`src/rtl/pipe_pkg.sv`:
```
// Shared types and constants for the pipeline hazard controller.
package pipe_pkg;

    localparam int unsigned REG_AW = 5;

    typedef enum logic {
        RUN  = 1'b0,
        WAIT = 1'b1
    } state_e;

    localparam logic [1:0] FWD_RF = 2'b00;
    localparam logic [1:0] FWD_W  = 2'b01;
    localparam logic [1:0] FWD_M  = 2'b10;

    // Register match that treats x0 as never matching.
    function automatic logic reg_match(input logic [REG_AW-1:0] rd, input logic [REG_AW-1:0] rs);
        return (rd != '0) && (rd == rs);
    endfunction

endpackage

```
`src/rtl/sat_counter.sv`:
```
// Saturating event counter: stops at all-ones instead of wrapping.
module sat_counter #(
    parameter int unsigned CNT_W = 16
) (
    input  logic             clk,
    input  logic             rst,
    input  logic             inc,
    output logic [CNT_W-1:0] cnt
);

    // Count up on inc until the counter is full.
    always_ff @(posedge clk or negedge rst) begin
        if (!rst) begin
            cnt <= '0;
        end else if (inc && (cnt != {CNT_W{1'b1}})) begin
            cnt <= cnt + CNT_W'(1);
        end
    end

endmodule

```
`src/rtl/pipe_hazard_ctrl.sv`:
```
// Hazard controller for the 5-stage pipeline: stall/flush sequencing,
// E-stage forwarding selects, data-memory wait with timeout, perf counters.
module pipe_hazard_ctrl
    import pipe_pkg::*;
#(
    parameter int unsigned CNT_W       = 16,
    parameter int unsigned MEM_TIMEOUT = 64
) (
    input  logic              clk,
    input  logic              rst,
    input  logic [REG_AW-1:0] rs1_d,
    input  logic [REG_AW-1:0] rs2_d,
    input  logic [REG_AW-1:0] rs1_e,
    input  logic [REG_AW-1:0] rs2_e,
    input  logic [REG_AW-1:0] rd_e,
    input  logic              regwrite_e,
    input  logic              load_e,
    input  logic              pcsrc_e,
    input  logic [REG_AW-1:0] rd_m,
    input  logic              regwrite_m,
    input  logic              memreq_m,
    input  logic              dmem_ready,
    input  logic [REG_AW-1:0] rd_w,
    input  logic              regwrite_w,
    output logic              stall_f,
    output logic              stall_d,
    output logic              stall_e,
    output logic              stall_m,
    output logic              flush_d,
    output logic              flush_e,
    output logic              flush_w,
    output logic [1:0]        fwd_a_e,
    output logic [1:0]        fwd_b_e,
    output logic              mem_err,
    output logic [CNT_W-1:0]  cnt_lu,
    output logic [CNT_W-1:0]  cnt_br,
    output logic [CNT_W-1:0]  cnt_mw
);

    localparam int unsigned TMO_W = 8;

    state_e           state_q;
    state_e           state_d;
    logic [TMO_W-1:0] tmo_q;
    logic [TMO_W-1:0] tmo_d;
    logic             err_d;
    logic             ev_lu;
    logic             ev_br;
    logic             ev_mw;
    logic             mem_release;
    logic             inc_lu;
    logic             inc_br;
    logic             inc_mw;

    // A load is identified by load_e alone; regwrite_e is accepted but not needed.
    logic unused_inputs;
    assign unused_inputs = regwrite_e;

    // Forwarding: M-stage result wins over W-stage result.
    function automatic logic [1:0] fwd_sel(input logic [REG_AW-1:0] rs);
        if (regwrite_m && reg_match(rd_m, rs)) begin
            return FWD_M;
        end else if (regwrite_w && reg_match(rd_w, rs)) begin
            return FWD_W;
        end
        return FWD_RF;
    endfunction

    assign fwd_a_e = fwd_sel(rs1_e);
    assign fwd_b_e = fwd_sel(rs2_e);

    // Hazard events seen this cycle.
    assign ev_lu       = load_e && (reg_match(rd_e, rs1_d) || reg_match(rd_e, rs2_d));
    assign ev_br       = pcsrc_e;
    assign ev_mw       = memreq_m && !dmem_ready;
    assign mem_release = dmem_ready || !memreq_m;

    // State, timeout counter and sticky error register.
    always_ff @(posedge clk or negedge rst) begin
        if (!rst) begin
            state_q <= RUN;
            tmo_q   <= '0;
            mem_err <= 1'b0;
        end else begin
            state_q <= state_d;
            tmo_q   <= tmo_d;
            mem_err <= err_d;
        end
    end

    // Next state and stall/flush controls.
    always_comb begin
        state_d = state_q;
        tmo_d   = tmo_q;
        err_d   = mem_err;
        stall_f = 1'b0;
        stall_d = 1'b0;
        stall_e = 1'b0;
        stall_m = 1'b0;
        flush_d = 1'b0;
        flush_e = 1'b0;
        flush_w = 1'b0;
        inc_lu  = 1'b0;
        inc_br  = 1'b0;
        inc_mw  = 1'b0;
        case (state_q)
            RUN: begin
                if (ev_mw) begin
                    stall_f = 1'b1;
                    stall_d = 1'b1;
                    stall_e = 1'b1;
                    stall_m = 1'b1;
                    flush_w = 1'b1;
                    state_d = WAIT;
                    tmo_d   = TMO_W'(1);
                end else if (ev_br) begin
                    flush_d = 1'b1;
                    flush_e = 1'b1;
                    inc_br  = 1'b1;
                end else if (ev_lu) begin
                    stall_f = 1'b1;
                    stall_d = 1'b1;
                    flush_e = 1'b1;
                    inc_lu  = 1'b1;
                end
            end
            WAIT: begin
                stall_f = 1'b1;
                stall_d = 1'b1;
                stall_e = 1'b1;
                stall_m = 1'b1;
                flush_w = 1'b1;
                inc_mw  = 1'b1;
                if (mem_release) begin
                    // Let the M result move into W on the completing cycle.
                    stall_m = 1'b0;
                    flush_w = 1'b0;
                    state_d = RUN;
                end else if (tmo_q >= TMO_W'(MEM_TIMEOUT)) begin
                    err_d = 1'b1;
                end else begin
                    tmo_d = tmo_q + TMO_W'(1);
                end
            end
            default: begin
                state_d = RUN;
            end
        endcase
    end

    sat_counter #(.CNT_W(CNT_W)) u_cnt_lu (.clk(clk), .rst(rst), .inc(inc_lu), .cnt(cnt_lu));
    sat_counter #(.CNT_W(CNT_W)) u_cnt_br (.clk(clk), .rst(rst), .inc(inc_br), .cnt(cnt_br));
    sat_counter #(.CNT_W(CNT_W)) u_cnt_mw (.clk(clk), .rst(rst), .inc(inc_mw), .cnt(cnt_mw));

endmodule

```
`config.mk`:
```
export PLATFORM = sky130hd
export DESIGN_NAME = pipe_hazard_ctrl
export DESIGN_NICKNAME = d
export VERILOG_FILES = /design/src/rtl/pipe_pkg.sv /design/src/rtl/sat_counter.sv /design/src/rtl/pipe_hazard_ctrl.sv
export SDC_FILE = /design/constraint.sdc
export NUM_CORES = 1
export LEC_CHECK = 0
export BUFFER_PORTS_ARGS = -buffer_cell sky130_fd_sc_hd__buf_2
export CAP_MARGIN = 0
export CORE_ASPECT_RATIO = 0.6
export CORE_UTILIZATION = 51
export DETAILED_ROUTE_END_ITERATION = 6
export GPL_ROUTABILITY_DRIVEN = 1
export PLACE_DENSITY = 0.8
export RECOVER_POWER = 50
export SLEW_MARGIN = 5
export SYNTH_ARGS = -nofsm -noshare
export SYNTH_HDL_FRONTEND = slang
export SYNTH_SLANG_ARGS = --single-unit
```
`constraint.sdc`:
```
create_clock -name clk -period 1.9 [get_ports clk]
set_input_delay 0.285 -clock clk [delete_from_list [all_inputs] [get_ports clk]]
set_output_delay 0.285 -clock clk [all_outputs]
set_load 0.02 [all_outputs]
```
## Word-level counts from Yosys, hierarchy flattened

Index checks and enable logic that the tools add are counted.

| word-level totals | value |
|---|---|
| bits in registers | 58 |
| bits of input ports | 44 |
| output and inout bits | 60 |
| word-level logic and storage cells | 80 |

| operators by class | value |
|---|---|
| $add $sub $neg | 4 |
| $lt $le $gt $ge | 1 |
| eq/ne operators | 12 |
| mux-type cells | 31 |
| bitwise gates (word level) | 2 |
| reduce and logical (&&, ||, !) cells | 24 |

Operators by type and width:

| cell | number |
|---|---|
| $add 16x1->16 const B | 3 |
| $ne 16x16->1 const B | 3 |
| $eq 5x5->1 | 6 |
| $mux 8 | 3 |
| $mux 1 | 18 |
| $pmux 8 s2 | 1 |
| $logic_and 1x1->1 | 15 |
| $reduce_bool 5->1 | 3 |
| $mux 2 | 6 |
| $add 8x1->8 const B | 1 |
| $ge 8x7->1 const B | 1 |
| $ne 2x2->1 const B | 3 |
| $pmux 1 s2 | 3 |
| $reduce_and 3->1 | 2 |
| $logic_not 1->1 | 2 |
| $logic_or 1x1->1 | 2 |
| $not 1->1 | 2 |

## Logic depth before layout (Yosys ltp)

| logic depth | value |
|---|---|
| depth in word-level cells | 9 |
| gate-level depth with buffers | 7 |
| gate-level depth less buffers | 6 |

## Hierarchy

A second synthesis with hierarchy kept.

| second synthesis, totals | value |
|---|---|
| cell total of the unflattened synthesis | 320 |
| area total of the unflattened synthesis | 3472.1 sq um |

By module, submodules not included:

| module | times used | cells each | area an instance (sq um) | sequential area each (sq um) |
|---|---|---|---|---|
| sat_counter | 3 | 72 | 859.6 | 400.4 |
| pipe_hazard_ctrl | 1 | 104 | 893.4 | 250.2 |

## Worst setup path before layout

Ideal clock, no wire load.

| path | value |
|---|---|
| path type | input to output |
| start point | in rd_m[1] |
| end point | out fwd_a_e[0] |
| arrival | 1.902 ns |
| required time | 1.615 ns |
| path slack | -0.287 ns |
| cell stages on the path | 4 |
| path buffers | 0 |
| cells stage by stage | or4_1 -> o21ai_0 -> nor4_1 -> nor4_1 |

| on the way | value |
|---|---|
| cells in the longest elaborated chain, start to end | 5 |
| elaborated cells on any way between the ends | 7 |
| those cells by class | eq/ne (1); mux (3); reduce/logical (3) |

RTL lines:

| element | line | source |
|---|---|---|
| from (decl) | pipe_hazard_ctrl.sv:19 | `input logic [REG_AW-1:0] rd_m,` |
| $eq 5x5->1 or $reduce_bool 5->1 (tied branches) | pipe_pkg.sv:17 | `return (rd != '0) && (rd == rs);` |
| $logic_and 1x1->1 (*) | pipe_pkg.sv:17 |  |
| $logic_and 1x1->1 (*) | pipe_hazard_ctrl.sv:61 | `if (regwrite_m && reg_match(rd_m, rs)) begin` |
| $mux 2 or $mux 1 (tied branches) | pipe_hazard_ctrl.sv:61 |  |
| $mux 2 (*) | pipe_hazard_ctrl.sv:66 | `return FWD_RF;` |
| to (decl) | pipe_hazard_ctrl.sv:32 | `output logic [1:0] fwd_a_e,` |

Mark *: on every way between the ends. The rest lies on a longest branch, timed or not.

## Worst setup path in the final report

| path | value |
|---|---|
| start point | in rd_m[2] |
| end point | out fwd_b_e[0] |

| on the way | value |
|---|---|
| cells in the longest elaborated chain, start to end | 5 |
| elaborated cells on any way between the ends | 7 |
| those cells by class | eq/ne (1); mux (3); reduce/logical (3) |

RTL lines:

| element | line | source |
|---|---|---|
| $eq 5x5->1 or $reduce_bool 5->1 (tied branches) | pipe_pkg.sv:17 |  |
| $logic_and 1x1->1 (*) | pipe_pkg.sv:17 |  |
| $logic_and 1x1->1 (*) | pipe_hazard_ctrl.sv:61 |  |
| $mux 2 or $mux 1 (tied branches) | pipe_hazard_ctrl.sv:61 |  |
| $mux 2 (*) | pipe_hazard_ctrl.sv:66 |  |
| to (decl) | pipe_hazard_ctrl.sv:33 | `output logic [1:0] fwd_b_e,` |

Marks and branches as above.

==> flow_metrics.env <==
export IMPL_hold_end="u_cnt_lu.cnt[0]"
export IMPL_end_kind="output pin"
export IMPL_setup_violations=2
export IMPL_async_reset_ff_share_pct=100
export IMPL_rrSetupSlack_ns=0.02
export IMPL_rsz0062_at_grt="yes"
export IMPL_synth_cell_types=41
export IMPL_crit_chain="buf_8 -> or4_4 -> o21ai_4 -> nor4_4 -> nor4_2 -> buf_2"
export IMPL_yosys_register_bits=58
export IMPL_max_stage_delay_ns=0.54
export IMPL_start_util_pct=54.9
export IMPL_reg2reg_to="u_cnt_lu.cnt[4]"
export IMPL_wl_met1_microns=3880
export IMPL_power_switching_mw=1.18
export IMPL_finalCriticalPeriod_ns=1.92
export IMPL_pwr_share_seq_pct=43.4
export IMPL_syn_nets=352
export IMPL_dr_wl_met3_microns=510
export IMPL_required_ns=1.62
export IMPL_chipWidth_microns=104
export IMPL_first_global_vias=2511
export IMPL_worst_hold_slack_ns=0.374
export IMPL_syn_avg_cell_area_sq_um=10.5
export IMPL_portBuffers=102
export IMPL_cp_start_kind="input pin"
export IMPL_ys_seq_area_share_pct=45.5
export IMPL_yosys_warnings=0
export IMPL_cts_root_buffer="clkbuf_8"
export IMPL_relSlewSlack_pct=23.4
export IMPL_clockBufferDepth=2
export IMPL_drt_initial_drc_count=205
export IMPL_drc=0
export IMPL_netlist_area_sq_um=3190
export IMPL_die_area_sq_um=6580
export IMPL_cts_made_buffers=9
export IMPL_combPwrFrac_pct=24.4
export IMPL_htree_levels=3
export IMPL_pre_cts_ws_ns=-0.0300
export IMPL_wl_per_cell_microns=15.5
export IMPL_final_core_util_pct=73.6
export IMPL_globalplace_congestion=0.807
export IMPL_pwr_share_clk_pct=32.1
export IMPL_vias_per_cell=5.34
export IMPL_nets=483
export IMPL_wirelength_microns=8060
export IMPL_synth_main_ff_cell="dfrtp_1"
export IMPL_cts_tree="yes"
export IMPL_met2_length_microns=3610
export IMPL_grt_pass1_wl_microns=12500
export IMPL_crit_type="in -> out"
export IMPL_cp_max_fo=2
export IMPL_synth_most_common_cell="dfrtp_1"
export IMPL_drtPass1Iterations=4
export IMPL_reg2regPathDepth=7
export IMPL_intPower_mw=2.46
export IMPL_area_growth_pct=34.1
export IMPL_synth_top_cell_by_area="dfrtp_1"
export IMPL_grt_use_total_pct=24.5
export IMPL_ys_top_cells_by_area="dfrtp_1 (46%), xnor2_1 (14%), xor2_1 (6.3%)"
export IMPL_swShare_pct=32.5
export IMPL_io_pins=104
export IMPL_worstHoldStart="load_e"
export IMPL_clock_sinks=58
export IMPL_ant_nets=0
export IMPL_maxClockFrequency_ghz=0.522
export IMPL_fin_ws_ns=-0.0166
export IMPL_fin_crit_sh_pct=101
export IMPL_clock_latency_ns=0.34
export IMPL_run_status="complete, but fails checks"
export IMPL_rows=21
export IMPL_grt_max_degree=40
export IMPL_cp_data_arrival_time_ns=1.63
export IMPL_antenna_cells=0
export IMPL_failed_checks="negative setup slack"
export IMPL_core_area_sq_um=5810
export IMPL_num_vias=2771
export IMPL_worstReg2RegStart="u_cnt_lu.cnt[1]"
export IMPL_antenna_found_initial=0
export IMPL_die_h_microns=63.2
export IMPL_crit_slowest_cell="or4_4"
export IMPL_drv_slew=0
export IMPL_power_density_nw_per_um2=852
export IMPL_ys_top_cells_by_count="dfrtp_1 (58), xnor2_1 (51), nand3_1 (31)"
export IMPL_leakagePower_nw=1.98
export IMPL_drv_cap=0
export IMPL_skew_ns=0.00911
export IMPL_highest_layer="met4"
export IMPL_dpl_hpwl_microns=5710
export IMPL_drive_above_1_share_pct=32.8
export IMPL_path_clk_slew_ns=0.06
export IMPL_syn_inst=304
export IMPL_synth_edf_count=0
export IMPL_whs_path_depth=5
export IMPL_irDropWorstVdd_mv=0.696
export IMPL_hold_violations=0
export IMPL_synth_top_cell_area_share_pct=45.5
export IMPL_grt_ovfl_total=0
export IMPL_min_path_type="in -> reg"
export IMPL_worst_slew_pin_slew_ns=1.15
[kinds of logic after synthesis]
| kind of cell | Yosys count | share of synthesized area (%) |
|---|---|---|
| simple gates | 129 | 22.7 |
| flops | 58 | 45.5 |
| mux | 4 | 1.41 |
| xor+xnor | 74 | 20.3 |
| buf+inv | 13 | 2.16 |
| compound gates | 22 | 6.32 |
| fa+ha+maj | 4 | 1.57 |
[power groups by stage]
stage,combinational (mW),sequential (mW),clock (mW)
floorplan,0.345,1.73,0
global placement,0.827,1.58,0
detailed placement,0.845,1.59,0
CTS,0.854,1.57,1.18
global route,0.965,1.61,1.25
finish,0.890,1.58,1.17
[layer usage]
layer	vias to the layer above	track usage, %
li1	1352	-
met1	1318	37.0
met2	92	34.2
met3	9	6.52
met4	0	6.96
met5	-	0
[critical path, delay by kind of cell]
family                 cells  cell delay (ns)
and+or+nand+nor            3             0.86
AOI/OAI and AO/OA          1             0.20
buffers and inverters      2             0.29
[cell usage in the layout (no fill, tap or decap), drive strengths merged, types with 2 or more instances in the layout]
cell type  synthesis  routed
a2111oi            3       3
a21oi              2       2
a31oi              3       3
and2               2       2
and3               9       9
and4               3       3
buf                5     102
clkbuf             0      35
dfrtp             58      58
ha                 4       4
inv                8       8
mux2               4       4
nand2             24      24
nand2b             2       2
nand3             33      33
nand4             18      18
nor2              15      15
nor3               5       5
nor3b              2       2
nor4               7       7
o21a               2       2
o21ai              6       6
o21bai             2       2
or4                5       5
xnor2             51      51
xor2              23      23
[flip-flops by register name, summed over array words and instances, names as in the netlist]
register and flops:
mem_err 1, state_q 1, tmo_q 8, u_cnt_br.cnt 16, u_cnt_lu.cnt 16, u_cnt_mw.cnt 16
[worst max path at each step]
stage | startpoint | cells past startpoint | end | slack, ns
after CTS | rd_w[4] | 6 | fwd_a_e[0] | -0.00003
final | rd_m[2] | 6 | fwd_b_e[0] | -0.02
after global placement | rd_w[4] | 6 | fwd_a_e[0] | -0.01
after floorplan | rd_m[1] | 4 | fwd_a_e[0] | 0.05
after global routing | rd_m[2] | 6 | fwd_b_e[0] | -0.07
after detailed placement | rd_w[4] | 6 | fwd_a_e[0] | -0.03
[stage by stage]
step	power [mW]	cells	instance area [sq um]	TNS [ns]
floorplan	2.07	304	3200	0
global placement	2.41	498	3910	-0.0114
detailed placement	2.43	498	3910	-0.0300
CTS	3.60	514	4130	-0.0000256
global route	3.83	519	4280	-0.400
finish	3.64	519	4280	-0.0183
[what timing repair did]
action / 4_1_cts / 5_1_grt
pin swaps: 1 / 10
hold endpoints to repair: 19 / 0
gates cloned: 0 / 1
setup endpoints to repair: 2 / 18
buffers inserted: 0 / 6
gates resized for setup: 2 / 31
hold buffers: 1 / 0
[cell type report]
cell class                 instances  area, sq um
fill                             428         1530
clock buffer                      13          169
inverter                           8         30.0
timing repair buffer             125          688
sequential                        58         1450
tap                               80          100
clock inverter                     2         35.0
multi-input combinational        233         1800
Power figures use the tool's default switching activity.
